==> src/rtl/ib_fifo.sv <==
// ib_fifo: show-ahead circular input buffer with occupancy pressure and sticky overflow
module ib_fifo #(
  parameter int DEPTH = 8,
  parameter int WIDTH = 3,
  parameter int DATASIZE = 40
) (
  input  logic                rc_clk,
  input  logic                rst_n,
  input  logic [DATASIZE-1:0] data_in,
  input  logic                valid_in,
  output logic                ready_out,
  output logic [DATASIZE-1:0] data_out,
  output logic                valid_out,
  input  logic                rc_ready,
  output logic [WIDTH:0]      pressure_out,
  output logic                overflow
);
  logic [DATASIZE-1:0] mem [DEPTH];
  logic [WIDTH-1:0] wr_ptr, rd_ptr;
  logic [WIDTH:0] count;
  logic push, pop;
  always_comb begin
    ready_out = rst_n && (count < (WIDTH+1)'(DEPTH));
    valid_out = count != '0;
    data_out = valid_out ? mem[rd_ptr] : '0;
    push = valid_in && ready_out;
    pop = valid_out && rc_ready;
    pressure_out = count;
  end
  always_ff @(posedge rc_clk)
    if (push) mem[wr_ptr] <= data_in;
  always_ff @(posedge rc_clk)
    if (!rst_n) begin
      wr_ptr <= '0;
      rd_ptr <= '0;
      count <= '0;
      overflow <= 1'b0;
    end else begin
      if (push) wr_ptr <= wr_ptr + WIDTH'(1);
      if (pop) rd_ptr <= rd_ptr + WIDTH'(1);
      count <= count + (WIDTH+1)'(push) - (WIDTH+1)'(pop);
      if (valid_in && !ready_out) overflow <= 1'b1;
    end
endmodule

==> config.mk <==
export PLATFORM = sky130hd
export DESIGN_NAME = ib_fifo
export DESIGN_NICKNAME = d
export VERILOG_FILES = /design/src/rtl/ib_fifo.sv
export SDC_FILE = /design/constraint.sdc
export NUM_CORES = 1
export LEC_CHECK = 0
export ABC_AREA = 1
export BUFFER_PORTS_ARGS = -buffer_cell sky130_fd_sc_hd__buf_4
export CORE_MARGIN = 2
export CORE_UTILIZATION = 50
export CTS_BUF_LIST = sky130_fd_sc_hd__clkbuf_8
export DETAILED_ROUTE_END_ITERATION = 6
export PLACE_DENSITY = 0.77
export RECOVER_POWER = 50
export SLEW_MARGIN = 20
export SYNTH_ARGS = -nofsm -noshare
export SYNTH_HDL_FRONTEND = slang
export SYNTH_SLANG_ARGS = --single-unit
==> constraint.sdc <==
create_clock -name rc_clk -period 4.9 [get_ports rc_clk]
set_input_delay 1.225 -clock rc_clk [delete_from_list [all_inputs] [get_ports rc_clk]]
set_output_delay 1.225 -clock rc_clk [all_outputs]
set_load 0.02 [all_outputs]
==> qor.yml, run 1 <==
nets: 1622
ys_seq_area_frac: 0.6780
finalSetupViolCount: 0
drtPass1Iterations: 5
synth-seq-cells: 334
die_w_um: 174.8
cp.required_ns: 3.67
clock_latency_ns: 0.57
crit_fanout: 26
clk_pin_slew_ns: 0.06
cts_inserted_buffers: 52
drv_cap: 0
port_buffers: 90
cts_tree: "yes"
row_count: 62
syn_inst: 1475
fin_setup_tns_ns: 0
gp_congestion: 0.7897
boundaryPins: 91
dieArea_mm2: 0.03056
cts_max_path_buffers: 3
slowest_delay_ns: 0.94
ant_nets: 0
slew_headroom: 0.08114
instances_no_fill: 1996
fin_skew_ns: 0.01929
cp.arrival_ns: 3.12
initial_core_util: 0.5082
htree_levels: 2
drt-total-wl_um: 30470
synth_cell_type_count: 23
core_area_mm2: 0.02870
peakVddDrop_uv: 413.8
cts_hold_buf: 0
slowest_stage: "nand2_1"
p_per_area_mw_per_mm2: 484.0
path_class: "reg -> out"
yosysWarnings: 0
placedCellCount: 1901
synth_nets: 1526
hold_violations: 0
ctsResizeCount: 0
die_h_um: 174.8
grtUsageTotal: 0.2016
layout-drive-gt1-share: 0.08571
place_hpwl_um: 16810
grt_overflow: 0
synth_top_area_cell: "edfxtp_1"
areaGrowthSynthToFinish_pct: 12.94
routedWlPerCell_um: 15.26
layout.filler_cells: 2343
fmax_mhz: 230.1
hp-class: "reg -> reg"
crit_chain: "inv_1, ha_1, nand2_1, buf_4, nand2_1, nor2_1, buf_4"
antenna_found_initial: 3
grt_start_max_net_pins: 85
worst_pin_slew_ns: 1.378
postSynthAreaPerCell_um2: 9.889
start_kind: "flop"
grt_pass1_vias: 9603
fin_crit_sh: 0.8869
maxSlewViolCount: 0
routed_via_density: 4.918
cts-root-buf: "clkbuf_8"
vias: 9816
period_needed_ns: 4.346
p_leak_nw: 7.409
grt_pass1_wl_um: 48600
run_status: "finished, final reports clean"
syn-cell-area_mm2: 0.01459
drc: 0
synth.area.top_cells: "edfxtp_1, nand2_1, inv_1"
post_cts_buffers: 0
drt-initial-drc-count: 849
cts.sinks: 334
synth_top_area_frac: 0.6588
endpoint_kind: "output pin"
rsz0062_at_grt: "no"
where the power goes:
part           switching [mW]  internal [mW]
clock                    1.01           1.07
combinational            1.72          0.876
sequential             0.0725           3.22
total                    2.80           5.17
final timing paths:
| path | depth (start not counted) | end | startpoint | slack (ns) |
|---|---|---|---|---|
| setup / recovery | 7 | data_out[33] | pressure_out[3] | 0.55 |
| hold / removal | 2 | overflow | overflow | 0.49 |
| setup reg to reg | 11 | pressure_out[1] | pressure_out[3] | 1.76 |
| hold reg to reg | 2 | overflow | overflow | 0.49 |
per-stage QoR:
| step | hold slack, ns | instance area, um2 | power (mW) | utilization | setup slack (ns) |
|---|---|---|---|---|---|
| final | 0.4945 | 16470 | 7.973 | 0.5739 | 0.5541 |
| after global routing | 0.5215 | 16470 | 8.392 | 0.5738 | 0.3679 |
| after detailed placement | 0.4596 | 15720 | 5.973 | 0.5476 | 1.441 |
| after floorplan | 0.4710 | 14590 | 5.026 | - | 0.9517 |
| after CTS | 0.4888 | 16640 | 8.027 | 0.5798 | 0.8344 |
| after global placement | 0.4972 | 15720 | 5.927 | 0.5476 | 1.484 |
flip-flops by register name (all words and copies together), names as in the netlist, named ones only:
signal and cells:
wr_ptr 3, overflow 1, mem 320, pressure_out 4, rd_ptr 3
kinds of logic (layout without fill, tap and decap cells):
family | count (synthesis) | in the layout | synth area share
xor gates and xnor gates | 2 | 2 | 0.001201
buffers and inverters | 398 | 533 | 0.1059
AOI/OAI and AO/OA | 10 | 10 | 0.003688
adders and majority gates | 7 | 7 | 0.006519
other | 0 | 2 | 0
and+or+nand+nor | 724 | 724 | 0.2048
DFF | 334 | 334 | 0.6780
cell type report:
cell class / instances / area (um2) / share of cell area
clock buffers: 54 / 743.2 / 0.04512
clock inverters: 39 / 181.4 / 0.01101
repair buffers: 107 / 708.2 / 0.04299
well taps: 384 / 480.5 / 0.02917
flip-flops and latches: 334 / 9901 / 0.6010
multi-input cells: 743 / 3201 / 0.1943
diodes: 2 / 5.005 / 0.0003038
inverters: 333 / 1254 / 0.07610
layer usage:
layer  GRT usage  vias to the layer above  share of wire
met4     0.06042                        2          0.018
li1            -                     4817              -
met1      0.2666                     4561           0.42
met2      0.3371                      378           0.48
met3     0.04265                       58          0.080
met5           0                        -        0.00043
placed cells by master (no fill, tap or decap), types with 3 or more instances in the layout:
cell	instances
buf_12	5
nand2_1	420
ha_1	6
a21oi_1	6
dfxtp_1	11
o21ai_0	3
buf_4	60
inv_1	347
clkinv_2	4
nor2_1	92
nor2_4	8
clkinv_1	18
edfxtp_1	320
dfxtp_4	3
clkbuf_1	42
nand3_1	202
clkbuf_8	54
worst max-delay path: cells and delay by family, from the launching register on:
family	cells	cell delay [ns]
AND/OR/NAND/NOR	3	1.26
buffers and inverters	3	0.71
flip-flops	1	0.41
adder cells (fa/ha/maj)	1	0.17
Yosys cell counts:
library cell  count
ha_1              6
buf_1            10
inv_2             3
inv_1           330
nor3_1            1
edfxtp_1        320
a21oi_1           6
buf_4             1
fa_1              1
nand3_1         202
buf_2            31
nor2_1           99
a21oi_2           1
buf_6             1
nand2_1         419
or2_4             1
dfxtp_1          14
nand2_2           1
clkbuf_1         22
o21ai_0           3
xor2_1            1
nor2_4            1
xnor2_1           1
No activity file was read; power rests on OpenSTA's default activity.
==> run 2: changes to the inputs <==
--- a/config.mk
+++ b/config.mk
@@ -8,10 +8,10 @@
 export ABC_AREA = 1
 export BUFFER_PORTS_ARGS = -buffer_cell sky130_fd_sc_hd__buf_4
 export CORE_MARGIN = 2
-export CORE_UTILIZATION = 50
+export CORE_UTILIZATION = 60
 export CTS_BUF_LIST = sky130_fd_sc_hd__clkbuf_8
 export DETAILED_ROUTE_END_ITERATION = 6
-export PLACE_DENSITY = 0.77
+export PLACE_DENSITY = 0.88
 export RECOVER_POWER = 50
 export SLEW_MARGIN = 20
 export SYNTH_ARGS = -nofsm -noshare
==> run 2 against run 1 <==
Compared with the run above:
- clock skew is 0.0078 ns higher
- worst setup slack better by 0.21 ns
- die area fell by 16%
- count of clock-buffer cells in the layout fell by 1
- wire length increased by 5.6%
- design area down 0.58%
- sequential share of layout area is 0.35 points higher
- combinational power about the same
- sequential power is essentially flat
- utilization rose by 11 points
- critical path type unchanged
==> qor.yml, run 2 (synthesis gave the netlist of run 1 again) <==
cts.sinks: 334
clk_pin_slew_ns: 0.06
die_w_um: 159.9
htree_levels: 2
nets: 1620
regToRegStartpoint: "pressure_out[3]"
holdCritStartpoint: "overflow"
worst_pin_slew_ns: 1.263
clock_latency_ns: 0.59
peakVddDrop_uv: 574.6
vias: 10240
fin_setup_tns_ns: 0
start_kind: "flop"
drc: 0
maxSlewViolCount: 0
cp.arrival_ns: 2.91
p_per_area_mw_per_mm2: 496.6
ctsResizeCount: 0
fin_crit_sh: 0.8447
dr_wl_met3_um: 3275
cts-root-buf: "clkbuf_8"
port_buffers: 90
slew_headroom: 0.1550
wl_met2_um: 16180
areaGrowthSynthToFinish_pct: 12.28
final_cell_mix: "nand2_1, inv_1, edfxtp_1, nand3_1, nor2_1"
ant_nets: 0
n_antenna_cell: 0
reg2reg_slack_ns: 1.85
cp.required_ns: 3.67
hold_violations: 0
row_count: 57
rr_endpoint: "mem[6][11]"
largest-register: "mem"
dieArea_mm2: 0.02557
met1_length_um: 11920
routedWlPerCell_um: 16.63
cts_hold_buf: 0
hp-class: "reg -> reg"
core_area_mm2: 0.02411
place_hpwl_um: 17330
die_h_um: 159.9
maxUsedRoutingLayer: "met4"
grt_overflow: 0
p_leak_nw: 7.438
grt_start_max_net_pins: 84
holdPathEnd: "overflow"
fin_skew_ns: 0.02709
gp_congestion: 0.7591
post_cts_buffers: 0
cts_inserted_buffers: 52
drv_cap: 0
cts_tree: "yes"
layout-drive-gt1-share: 0.08318
fmax_mhz: 241.6
boundaryPins: 91
fin_hold_ws_ns: 0.4780
path_class: "reg -> out"
endpoint_kind: "output pin"
drt-total-wl_um: 32180
hold_depth: 2
grt_pass1_vias: 10390
cts_max_path_buffers: 3
routed_via_density: 5.293
finalSetupViolCount: 0
antenna_found_initial: 0
run_status: "finished, final reports clean"
largest_reg_flops: 320
grtUsageTotal: 0.2509
final_common_cell: "nand2_1"
drtPass1Iterations: 5
grt_pass1_wl_um: 50830
p_total_mw: 8.132
initial_core_util: 0.6051
crit_fanout: 83
rsz0062_at_grt: "no"
reg2reg_depth: 5
drt-initial-drc-count: 1340
period_needed_ns: 4.139
## run 2: per-stage QoR
step / instance area [um2] / utilization / worst slack, ns / cells
after floorplan: 14590 / - / 0.9517 / 1475
after global routing: 16380 / 0.6794 / 0.6575 / 1935
after global placement: 15590 / 0.6466 / 1.502 / 1839
final: 16380 / 0.6794 / 0.7609 / 1935
after detailed placement: 15590 / 0.6466 / 1.475 / 1839
after CTS: 16570 / 0.6875 / 0.8299 / 1935
## run 2: cell type report
cell class	count	area, um2
clock buffer	53	729.5
clock inverter	43	256.5
fill	1667	7729
inverter	333	1252
multi-input combinational	743	3173
sequential	334	9901
tap	324	405.4
timing repair buffer	105	659.4
## run 2: power by group
group	internal, mW	switching [mW]	total (mW)
combinational	0.873	1.75	2.62
clock	1.17	1.04	2.20
sequential	3.22	0.0837	3.31
## run 2: critical path, stage by stage (launching register included)
cell and delay (ns):
dfxtp_4 0.63, inv_4 0.39, buf_12 0.35, nand2_1 0.14
nand3_1 0.10, nand2_1 0.13, nor2_1 0.05, nor2_1 0.26
buf_4 0.19
## run 2: routing by layer
| metal | vias up | GRT usage |
|---|---|---|
| met5 | - | 0 |
| met4 | 0 | 0.1036 |
| met3 | 89 | 0.04857 |
| met2 | 593 | 0.4339 |
| met1 | 4750 | 0.3126 |
| li1 | 4810 | - |
## run 2: how the worst max path moves through the flow
stage,start,slack [ns],cells after the start,end
floorplan,rst_n,0.95,5,mem[0][0]
global placement,flop,1.50,8,data_out[37]
detailed placement,flop,1.48,8,data_out[9]
CTS,flop,0.83,8,data_out[27]
finish,flop,0.76,8,data_out[27]
global route,flop,0.66,8,data_out[17]
